<file path="config.mk">
export PLATFORM = sky130hd
export DESIGN_NAME = mem_wb_skid_stage
export DESIGN_NICKNAME = d
export VERILOG_FILES = /design/src/rtl/arm_pipe_pkg.sv /design/src/rtl/pipe_skid_slice.sv /design/src/rtl/mem_wb_skid_stage.sv
export SDC_FILE = /design/constraint.sdc
export NUM_CORES = 1
export LEC_CHECK = 0
export CAP_MARGIN = 20
export CORE_MARGIN = 3
export CORE_UTILIZATION = 40
export DETAILED_ROUTE_END_ITERATION = 12
export PLACE_DENSITY = 0.77
export SLEW_MARGIN = 0
export SYNTH_ARGS = -nofsm -noshare
export SYNTH_HDL_FRONTEND = slang
export SYNTH_HIERARCHICAL = 1
export SYNTH_SLANG_ARGS = --single-unit
</file>
<file path="constraint.sdc">
create_clock -name clk -period 2.1 [get_ports clk]
set_clock_uncertainty 0.1 [all_clocks]
set_input_delay 0.525 -clock clk [delete_from_list [all_inputs] [get_ports clk]]
set_output_delay 0.525 -clock clk [all_outputs]
set_load 0.01 [all_outputs]
</file>
<file path="src/rtl/arm_pipe_pkg.sv">
// Shared types and defaults for the ARM core pipeline stages.
package arm_pipe_pkg;

  localparam int unsigned DEF_DATA_W = 32;
  localparam int unsigned DEF_DST_W  = 4;

  typedef struct packed {
    logic                  wb_en;
    logic                  mem_read_en;
    logic [DEF_DATA_W-1:0] alu_res;
    logic [DEF_DATA_W-1:0] data_mem;
    logic [DEF_DST_W-1:0]  dst;
  } mem_wb_payload_t;

  // Flattened width of a MEM->WB payload for arbitrary data/destination widths.
  function automatic int unsigned payload_width(int unsigned data_w, int unsigned dst_w);
    return 2 + 2 * data_w + dst_w;
  endfunction

endpackage

</file>
<file path="src/rtl/pipe_skid_slice.sv">
// Generic two-entry skid buffer: main entry drives the outputs, skid entry absorbs one beat so
// in_ready never depends on out_ready.
module pipe_skid_slice #(
  parameter int unsigned Width = 8
) (
  input  logic             clk,
  input  logic             rst,
  input  logic             in_valid,
  output logic             in_ready,
  input  logic [Width-1:0] in_data,
  input  logic             freeze,
  input  logic             flush,
  output logic             out_valid,
  input  logic             out_ready,
  output logic [Width-1:0] out_data
);

  logic             m_valid_q, m_valid_d;
  logic             s_valid_q, s_valid_d;
  logic [Width-1:0] m_data_q, m_data_d;
  logic [Width-1:0] s_data_q, s_data_d;
  logic             accept, pop;

  assign in_ready  = ~s_valid_q & ~freeze & ~flush;
  assign accept    = in_valid & in_ready;
  assign pop       = m_valid_q & out_ready & ~freeze;
  assign out_valid = m_valid_q;
  assign out_data  = m_data_q;

  // Freeze needs no branch of its own: it already masks both accept and pop.
  always_comb begin
    m_valid_d = m_valid_q;
    s_valid_d = s_valid_q;
    m_data_d  = m_data_q;
    s_data_d  = s_data_q;
    if (flush) begin
      m_valid_d = 1'b0;
      s_valid_d = 1'b0;
      m_data_d  = '0;
      s_data_d  = '0;
    end else begin
      case ({m_valid_q, s_valid_q})
        2'b00: begin
          if (accept) begin
            m_valid_d = 1'b1;
            m_data_d  = in_data;
          end
        end
        2'b10: begin
          if (accept && pop) begin
            m_data_d = in_data;
          end else if (pop) begin
            m_valid_d = 1'b0;
          end else if (accept) begin
            s_valid_d = 1'b1;
            s_data_d  = in_data;
          end
        end
        2'b11: begin
          if (pop) begin
            m_data_d  = s_data_q;
            s_valid_d = 1'b0;
          end
        end
        default: ;
      endcase
    end
  end

  always_ff @(posedge clk or negedge rst) begin
    if (!rst) begin
      m_valid_q <= 1'b0;
      s_valid_q <= 1'b0;
      m_data_q  <= '0;
      s_data_q  <= '0;
    end else begin
      m_valid_q <= m_valid_d;
      s_valid_q <= s_valid_d;
      m_data_q  <= m_data_d;
      s_data_q  <= s_data_d;
    end
  end

endmodule

</file>
<file path="src/rtl/mem_wb_skid_stage.sv">
// MEM->WB pipeline stage: skid-buffered handshake, write-back value mux and a saturating
// back-pressure counter.
module mem_wb_skid_stage
  import arm_pipe_pkg::*;
#(
  parameter int unsigned DATA_W = DEF_DATA_W,
  parameter int unsigned DST_W  = DEF_DST_W,
  parameter int unsigned CNT_W  = 16
) (
  input  logic              clk,
  input  logic              rst,
  input  logic              in_valid,
  output logic              in_ready,
  input  logic              in_wb_en,
  input  logic              in_mem_read_en,
  input  logic [DATA_W-1:0] in_alu_res,
  input  logic [DATA_W-1:0] in_data_mem,
  input  logic [DST_W-1:0]  in_dst,
  input  logic              freeze,
  input  logic              flush,
  output logic              out_valid,
  input  logic              out_ready,
  output logic              out_wb_en,
  output logic              out_mem_read_en,
  output logic [DATA_W-1:0] out_alu_res,
  output logic [DATA_W-1:0] out_data_mem,
  output logic [DST_W-1:0]  out_dst,
  output logic [DATA_W-1:0] out_wb_value,
  input  logic              clear_stats,
  output logic [CNT_W-1:0]  stall_cnt
);

  localparam int unsigned PayloadW = payload_width(DATA_W, DST_W);

  // Same field order as mem_wb_payload_t, sized by this instance's parameters.
  typedef struct packed {
    logic              wb_en;
    logic              mem_read_en;
    logic [DATA_W-1:0] alu_res;
    logic [DATA_W-1:0] data_mem;
    logic [DST_W-1:0]  dst;
  } entry_t;

  entry_t                in_entry;
  entry_t                head;
  logic [PayloadW-1:0]   head_bits;
  logic [CNT_W-1:0]      stall_cnt_q, stall_cnt_d;

  assign in_entry = '{
    wb_en:       in_wb_en,
    mem_read_en: in_mem_read_en,
    alu_res:     in_alu_res,
    data_mem:    in_data_mem,
    dst:         in_dst
  };

  pipe_skid_slice #(
    .Width (PayloadW)
  ) u_slice (
    .clk       (clk),
    .rst       (rst),
    .in_valid  (in_valid),
    .in_ready  (in_ready),
    .in_data   (in_entry),
    .freeze    (freeze),
    .flush     (flush),
    .out_valid (out_valid),
    .out_ready (out_ready),
    .out_data  (head_bits)
  );

  assign head            = entry_t'(head_bits);
  assign out_wb_en       = head.wb_en & out_valid;
  assign out_mem_read_en = head.mem_read_en;
  assign out_alu_res     = head.alu_res;
  assign out_data_mem    = head.data_mem;
  assign out_dst         = head.dst;
  assign out_wb_value    = head.mem_read_en ? head.data_mem : head.alu_res;

  always_comb begin
    stall_cnt_d = stall_cnt_q;
    if (clear_stats) begin
      stall_cnt_d = '0;
    end else if (out_valid && !out_ready && !(&stall_cnt_q)) begin
      stall_cnt_d = stall_cnt_q + {{(CNT_W-1){1'b0}}, 1'b1};
    end
  end

  always_ff @(posedge clk or negedge rst) begin
    if (!rst) begin
      stall_cnt_q <= '0;
    end else begin
      stall_cnt_q <= stall_cnt_d;
    end
  end

  assign stall_cnt = stall_cnt_q;

endmodule

</file>
==> results, run 1 <==
- The remaining number of nets flagged by the antenna check after routing is 0.
- Setup repair after global routing could not meet its margin everywhere.
- In this run, synthesis inferred 0 flip-flops with an integrated enable.
- Across the run, the number of max-cap violations was 0.
- Buffers placed on the I/O ports in this run total 196.
- The remaining design rule violation count is 0.
- The number of nets handed over by synthesis was about 770.
- The initial core utilization is 41.3%.
- The share of post-route cells with drive strength above 1 is 19.7%.
- The kind of critical path is reg -> out.
- The net switching component of the power is 1.78 mW.
- The number of detailed-routing iterations run before antenna repair is 5.
- The clock latency on the worst-skew pair is between 0.4 and 0.5 ns.
- The via count of the first global-routing pass came to 6423.
- The kind of start point of the critical path is a flop.
- The number of cells produced by synthesis is slightly below 700.
- The number of antenna violations at the first check in global routing is 0.
- Combinational logic is responsible for 13.4% of the overall power.
- In this run, CTS created clock tree buffers numbering 17.
- The maximum number of pins on one net before global-route repair is 101.
- The H-tree was split into 4 levels.
- After layout, the worst setup slack is -0.0723 ns.
- CTS placed an instance of sky130_fd_sc_hd__clkbuf_16 at the clock tree root.
- The mapped netlist covers 0.00818 sq mm.
- For the worst setup path, the data required time is 1.47 ns.
- The number of failing setup endpoints in the final timing report is 32.
- Detailed routing inserted a total of a little over 6k vias.
- The share of flip-flops with an asynchronous set or reset is 100%.
- The share of total power in the clock network is 44.4%.
- Summing all placed instances gives a cell area of ~0.011 sq mm.
- The detailed router's first-iteration violation count is 220.
- At the pin with the least slew margin, the transition time is 0.415 ns.
- For this run, the post-layout net count is 982.
- For the worst setup path, the data arrival time is 1.55 ns.
- The worst flop-to-flop path startpoint is stall_cnt[10]$_DFFE_PN0P_.
- The portion of synthesized cell area occupied by the leading cell type is 48.3%.
- The number of sinks driven by the clock tree is approximately 160.
- The worst hold path begins at u_slice/out_data[3]$_DFFE_PN0P_.
- The cell total after placement is ~1.1k.
- The most common flop cell mapped by yosys is sky130_fd_sc_hd__dfrtp_1.
- After routing the design area is about 0.012 sq mm.
- The switching part of the total power is 23.4%.
- The final total negative setup slack is -1.60 ns.
- After global routing the overflow that remains totals 0.
- The post-placement setup slack is -0.206 ns.
- The overall die width is approximately 150 um.
- The vias per cell is 5.18.
- The category of the worst setup path capture point is a primary output.
- The final reports fail on negative setup slack.
- The global routing stage identified its most utilized layer as met2.
- The global routing met2 resource utilization is 30.6%.
- Timing would allow up to 460 MHz.
- Across the VDD grid, the largest voltage drop is 0.000525 V.
- Global routing used 27.3% of the available met1 tracks.
- The final critical-path required period is 2.17 ns.
- After layout, the worst path uses 103% of the clock period.
- The die boundary height is roughly 150 um.
- The final RePlAce weighted congestion is 0.891.
- The sequential element share of the synthesized area is 48.3%.
- Ranked by total cell area, the synthesized netlist is headed by sky130_fd_sc_hd__dfrtp_1 48%, sky130_fd_sc_hd__mux2i_1 17%, sky130_fd_sc_hd__nand2b_1 11%.
- Hold timing on the final database bottoms out at a slack of 0.398 ns.
- The hold violation count in the final report is 0.
- In this run the power density over the cells is 654 mW/mm^2.
- Registers are responsible for 42.1% of the overall power.
- The clock slew at the register clock pins of the worst setup and hold paths is 0.07 ns.
- The number of warnings issued by yosys is 6.
- The region available for standard cell placement spans 0.0198 sq mm.
- The total leakage power is 5.27 nW.
- The flow ran to the end, but the final reports show violations.
- The maximum buffer depth of the clock tree is 2.
- The mean post-synth cell area is roughly 12 sq um.
- The number of pins with negative max-slew slack in the final report is 0.
- The met3 demand-to-capacity share in global routing is roughly 4.2%.
- The maximum net fanout on the critical path is 6.
- The launch point of the critical path is u_slice/out_data[68]$_DFFE_PN0P_.
- The routed wire length is 21300 um.
- The total die area is 0.0222 sq mm.
- The routed length per placed instance is 18.1 um.
- Pin placement for this block handled 197 I/O pins.
- The first-pass GRT wire length is 34500 um.
- Headroom to the max-slew limit came out at 72.3%.
- The number of different library cells in the post-synthesis netlist is 37.
- The internal portion of the total power is between 5 and 6 mW.
- In this run the worst hold path is classified as reg -> reg.
- TritonCTS built the clock tree.
- The synthesized design contains 158 register bits.
- The number of rows created at floorplan is roughly 50.
- The placed wire-length estimate is 14200 um.
- The cell accounting for the most synthesized area is sky130_fd_sc_hd__dfrtp_1.
- The post-layout instance count excluding filler cells is 1182.
- The layout-stage area growth over the synthesis result is 42.0%.
- The total track usage is about a fifth.
[cells by family after synthesis]
logic type / Yosys count / synth area share, %
AO/OA/AOI/OAI: 104 / 11.0
buffers and inverters: 59 / 3.95
flip-flops: 158 / 48.3
adder cells (fa/ha/maj): 1 / 0.153
AND/OR/NAND/NOR: 193 / 14.7
multiplexers: 174 / 21.9
[final timing paths]
kind                                               endpoint  slack, ns  cells after the start
min                         u_slice/out_data[3]$_DFFE_PN0P_       0.40                      1
min in group asynchronous  u_slice/s_data_q[65]$_DFFE_PN0P_       0.49                      2
max reg2reg                       stall_cnt[15]$_DFFE_PN0P_       0.22                      4
min reg2reg                 u_slice/out_data[3]$_DFFE_PN0P_       0.40                      1
max                                        out_wb_value[18]      -0.07                      4
max in group asynchronous  u_slice/out_data[69]$_DFFE_PN0P_       0.81                      3
[power by group through the flow]
stage | Sequential (mW) | Clock (mW) | Combinational, mW
2_1_floorplan | 3.27 | 0 | 0.378
3_3_place_gp | 3.26 | 0 | 0.963
3_5_place_dp | 3.26 | 0 | 0.977
4_1_cts | 3.20 | 3.46 | 1.04
5_1_grt | 3.21 | 3.59 | 1.10
6_report | 3.20 | 3.38 | 1.02
[synth_stat cells (2+ instances only)]
library cell                instances
sky130_fd_sc_hd__nand4_1            4
sky130_fd_sc_hd__nor4_1             3
sky130_fd_sc_hd__mux2i_1          140
sky130_fd_sc_hd__nand2_1            8
sky130_fd_sc_hd__mux2_2            33
sky130_fd_sc_hd__inv_1              3
sky130_fd_sc_hd__buf_6              7
sky130_fd_sc_hd__o2bb2ai_2         10
sky130_fd_sc_hd__clkbuf_1          20
sky130_fd_sc_hd__nor2b_1            2
sky130_fd_sc_hd__o21ai_0            4
sky130_fd_sc_hd__or4_1             10
sky130_fd_sc_hd__a21oi_1           16
sky130_fd_sc_hd__o2bb2ai_1         60
sky130_fd_sc_hd__dfrtp_1          158
sky130_fd_sc_hd__o31ai_1           10
sky130_fd_sc_hd__buf_1              4
sky130_fd_sc_hd__buf_4              7
sky130_fd_sc_hd__or3_1              4
sky130_fd_sc_hd__and2_1             2
sky130_fd_sc_hd__buf_2             18
sky130_fd_sc_hd__nand3_1            5
sky130_fd_sc_hd__nor3_1             2
sky130_fd_sc_hd__nand2b_1         143
sky130_fd_sc_hd__nor2_1             4
[layout make-up]
cell class	count	area (sq um)
Antenna cell	1	2.50
Clock buffer	18	429
Clock inverter	13	210
Fill cell	1612	8160
Inverter	3	11.3
Multi-Input combinational cell	472	3960
Sequential cell	158	3960
Tap cell	265	332
Timing Repair Buffer	252	2710
[layer usage]
| layer | vias up | wire (um) | part of all wire [%] |
|---|---|---|---|
| met2 | 160 | 9830 | 46 |
| met4 | 0 | 301 | 1.4 |
| met1 | 3031 | 10100 | 47 |
| met3 | 17 | 1130 | 5.3 |
| li1 | 2912 | - | - |
| met5 | - | 0 | 0 |
[state kept, by name (all words and copies together) (netlist names)]
name and flops:
u_slice/s_valid_q 1, u_slice/out_valid 1, u_slice/s_data_q 70, u_slice/out_data 70, stall_cnt 16
[critical path, cell delays in order (launching register included)]
cell and delay [ns]:
sky130_fd_sc_hd__dfrtp_2 0.43, sky130_fd_sc_hd__buf_12 0.14, sky130_fd_sc_hd__buf_12 0.14, sky130_fd_sc_hd__mux2_4 0.30, sky130_fd_sc_hd__buf_6 0.12
[cell usage in the layout (no fill, tap or decap), types with 4 or more instances in the layout]
cell,instances
sky130_fd_sc_hd__clkdlybuf4s50_1,152
sky130_fd_sc_hd__dfrtp_1,150
sky130_fd_sc_hd__nand2b_1,143
sky130_fd_sc_hd__mux2i_1,140
sky130_fd_sc_hd__o2bb2ai_1,60
sky130_fd_sc_hd__buf_6,34
sky130_fd_sc_hd__buf_4,32
sky130_fd_sc_hd__mux2_2,27
sky130_fd_sc_hd__buf_12,21
sky130_fd_sc_hd__clkbuf_16,17
sky130_fd_sc_hd__a21oi_1,16
sky130_fd_sc_hd__o31ai_1,10
sky130_fd_sc_hd__or4_1,10
sky130_fd_sc_hd__o2bb2ai_2,10
sky130_fd_sc_hd__dlygate4sd2_1,8
sky130_fd_sc_hd__dfrtp_2,8
sky130_fd_sc_hd__mux2_4,7
sky130_fd_sc_hd__nand2_1,7
sky130_fd_sc_hd__bufinv_16,5
sky130_fd_sc_hd__nor2_1,4
sky130_fd_sc_hd__nand4_1,4
sky130_fd_sc_hd__nand3_1,4
sky130_fd_sc_hd__o21ai_0,4
sky130_fd_sc_hd__or3_1,4
sky130_fd_sc_hd__inv_6,4
[through the flow]
| stage | utilization (%) | power (mW) |
|---|---|---|
| 4_1_cts | 58.8 | 7.70 |
| 3_5_place_dp | 54.4 | 4.23 |
| 2_1_floorplan | - | 3.65 |
| 3_3_place_gp | 54.4 | 4.22 |
| 5_1_grt | 58.7 | 7.90 |
| 6_report | 58.7 | 7.60 |
[what timing repair did]
| action | CTS | global route |
|---|---|---|
| hold endpoints to repair | 35 | 0 |
| pin swaps | 0 | 0 |
| setup buffers | 7 | 1 |
| resized for setup | 182 | 13 |
| gates cloned | 3 | 0 |
| hold buffers | 1 | 0 |
| endpoints found under the setup margin | 43 | 39 |
Note: power is estimated with default switching activity, not from simulation.
==> run 2: changes to the inputs <==
- clock period: 2.1 -> 2.15 ns (I/O delays scaled with it)
==> run 2 against run 1 <==
  * The run still ends with negative setup slack left
  * Clock-buffer cell count up 4
  * Setup slack worse by 0.033 ns
  * Via count about the same
  * Routed wire length down 0.64%
  * Sequential cell count unchanged
  * Sequential power down 2%
  * Sequential share of layout area up 0.31 points
  * Global-route usage up 0.10 points
  * Power down 4.0%
  * Cell count about the same
  * Combinational power about the same
  * Largest cell class unchanged
  * Largest power group unchanged
  * Highest routed layer is now met5
==> results, run 2 (same netlist as run 1, synthesis figures left out) <==
- The flow ran to the end, but the final reports show violations.
- The final reports fail on negative setup slack.
- Registers are responsible for 42.8% of the overall power.
- The routed wire length is 21200 um.
- The number of clock buffers inserted by TritonCTS is 17.
- In this run the number of cells on the critical path is 5.
- The critical register-to-register path endpoint is stall_cnt[15]$_DFFE_PN0P_.
- Dividing the detail-routed wire length by the instance count gives between 15 and 20 um.
- The number of diodes is 0.
- The final critical-path required period is ~2.3 ns.
- The smallest setup slack after layout is -0.105 ns.
- The critical path buffer and inverter count is 4.
- The boundary pin count is a little under 200.
- The maximum buffer depth of the clock tree is 2.
- The die boundary height is 149 um.
- The clock network accounts for 43.6% of the total power.
- Fill cells in the final layout number 1623.
- The worst hold path belongs to the class reg -> reg.
- Measured along the x axis, the die boundary spans 149 um.
- Summing all flip-flop and latch instances after layout gives 0.00396 sq mm.
- The total vias in the final route is 6125.
- The transition time at the pin with the least slew margin is 0.405 ns.
- Walking the worst path, the cells encountered are buf_6 > buf_12 > buf_6 > mux2_4 > buf_6.
- The reg-to-reg setup timing slack is about 0.23 ns.
- For this run, the number of standard cells in the final layout without fillers is 1181.
- The master of the slowest instance on the critical path is sky130_fd_sc_hd__dfrtp_2.
- The max-cap check violation count is 0.
- The number of antenna violations at the first check in global routing is 1.
- The cell at the root of the clock tree is sky130_fd_sc_hd__clkbuf_16.
- For this block, the initial DRC count from the detailed router was 201.
- After detailed routing, the number of vias per cell comes to 5.19.
- The area of the core region is around 0.02 sq mm.
- In this run the power density over the cells is 635 mW/mm^2.
- After clock tree synthesis, the clock-pin slew on the worst setup and hold paths is roughly 0.06 ns.
- After legalization and detailed placement, the total HPWL measured approximately 14000 um.
- The number of pins with negative max-slew slack in the final report was 0.
- Data on the critical path arrives at its endpoint at roughly 1.6 ns.
- The top cell types in the final layout, fill and taps aside, are 156 x sky130_fd_sc_hd__clkdlybuf4s50_1, 153 x sky130_fd_sc_hd__dfrtp_1, 143 x sky130_fd_sc_hd__nand2b_1.
- Broken down by cell family, the worst path's largest delay share belongs to buffers and inverters.
- The number of detailed-routing iterations run before antenna repair is 4.
- Setup violations remaining at the end of the flow were counted as 27.
- Hold is met by 0.394 ns.
- The last element of the critical path is out_wb_value[22].
- The global route total overflow is 0.
- For the worst setup path, the data required time is 1.51 ns.
- The internal power is 5.62 mW.
- The combinational share of power is 13.6%.
- The via count of the first global-routing pass is 6346.
- The number of rows created at floorplan is 51.
- The clock tree from TritonCTS is yes.
- The cell total after placement is roughly 1.1k.
- The kind of start point of the critical path is a flop.
- The launch point of the critical path is u_slice/out_data[68]$_DFFE_PN0P_.
- In this run the tightest slew margin relative to its limit is 73.0%.
- The category of the worst setup path capture point is a primary output.
- The maximum number of pins on one net before global-route repair is 119.
- For this configuration, the core starts out at a cell density of 41.3%.
- The share of post-route cells with drive strength above 1 is 19.0%.
- The maximum net fanout on the critical path is 6.
- The critical path is of the reg -> out type.
- At the later pin of the worst-skew pair, clock insertion delay measures 0.42 ns.
- The final-stage net count is 982.
- The post-placement setup slack is -0.194 ns.
- The floorplan step defined a die boundary enclosing about 0.022 sq mm.
- The total leakage power is 5.22 nW.
- The net switching component of the power is 1.68 mW.
- The portion of the clock cycle consumed by the worst path in the final layout is 105%.
- The first global-routing pass estimated between 30000 and 40000 um of wire.
- The worst register-to-register path begins at stall_cnt[9]$_DFFE_PN0P_.
- The worst register-to-register path has a depth of 4.
- The maximum ir drop on the vdd rail is 0.000519 V.
- The congestion estimate from routability-driven global placement came to 0.870.
- The area growth from synthesis to layout is 40.6%.
- The switching part of the total power is between 20% and 30%.
- The highest attainable clock frequency is 443 MHz.
- In the final layout, the multi-input gates occupy 0.00395 sq mm.
- On the worst path, the slowest cell contributes a delay of 0.41 ns.
- Setup repair after global routing could not meet its margin everywhere.
- The hold violation count in the final report is 0.
- In the routed design, unresolved DRC markers number 0.
- Counting stages on the worst path, the most repeated cell is sky130_fd_sc_hd__buf_6.
- During placement, the flow inserted port buffers numbering just under 200.
- In this run the remaining antenna-violating nets after routing total 0.
- The H-tree depth is 4.
- The clock drives 158 sinks.
- The total track usage is between 10% and 20%.
- Leaving out fill and tap cells, the most frequent cell in the layout is sky130_fd_sc_hd__clkdlybuf4s50_1.
- The final total negative setup slack is -0.938 ns.
## run 2: area by class of cell
cell class | instances | share of cell area [%]
flip-flops and latches | 158 | 34.4
clock inverters | 9 | 1.38
repair buffers | 252 | 22.9
inverters | 3 | 0.0979
clock buffers | 22 | 4.04
multi-input cells | 472 | 34.3
well taps | 265 | 2.88
## run 2: power groups by stage
stage	Combinational, mW	Sequential [mW]	Clock [mW]
3_5_place_dp	0.951	3.18	0
5_1_grt	1.07	3.14	3.40
4_1_cts	0.998	3.13	3.27
2_1_floorplan	0.369	3.19	0
6_report	0.990	3.13	3.18
3_3_place_gp	0.937	3.18	0
## run 2: worst min-delay path by stage
stage / from / to / slack (ns) / cells past startpoint
detailed placement: u_slice/out_data[1]$_DFFE_PN0P_ / u_slice/out_data[1]$_DFFE_PN0P_ / 0.38 / 1
global route: u_slice/out_data[1]$_DFFE_PN0P_ / u_slice/out_data[1]$_DFFE_PN0P_ / 0.42 / 1
finish: u_slice/out_data[3]$_DFFE_PN0P_ / u_slice/out_data[3]$_DFFE_PN0P_ / 0.39 / 1
floorplan: rst / stall_cnt[0]$_DFFE_PN0P_ / 0.14 / 0
global placement: u_slice/out_data[1]$_DFFE_PN0P_ / u_slice/out_data[1]$_DFFE_PN0P_ / 0.37 / 1
CTS: u_slice/out_data[1]$_DFFE_PN0P_ / u_slice/out_data[1]$_DFFE_PN0P_ / 0.40 / 1
## run 2: repair_timing
item,4_1_cts,5_1_grt
pin swaps,0,0
setup endpoints to repair,37,38
hold endpoints to repair,33,0
hold buffers,1,0
resized for setup,167,16
gates cloned,2,1
buffers inserted,9,2
## run 2: per-layer routing
layer / vias up / track usage [%] / wire length, um
met3: 17 / 4.89 / 1150
met5: - / 0 / 7
met2: 169 / 30.6 / 9810
li1: 2913 / - / -
met4: 2 / 5.45 / 201
met1: 3024 / 27.2 / 10000
## run 2: stage by stage
stage / power, mW / utilization, % / area, sq um
floorplan: 3.56 / - / 8180
global placement: 4.12 / 54.0 / 10700
CTS: 7.40 / 58.0 / 11500
detailed placement: 4.13 / 54.0 / 10700
finish: 7.30 / 58.2 / 11500
global route: 7.61 / 58.2 / 11500
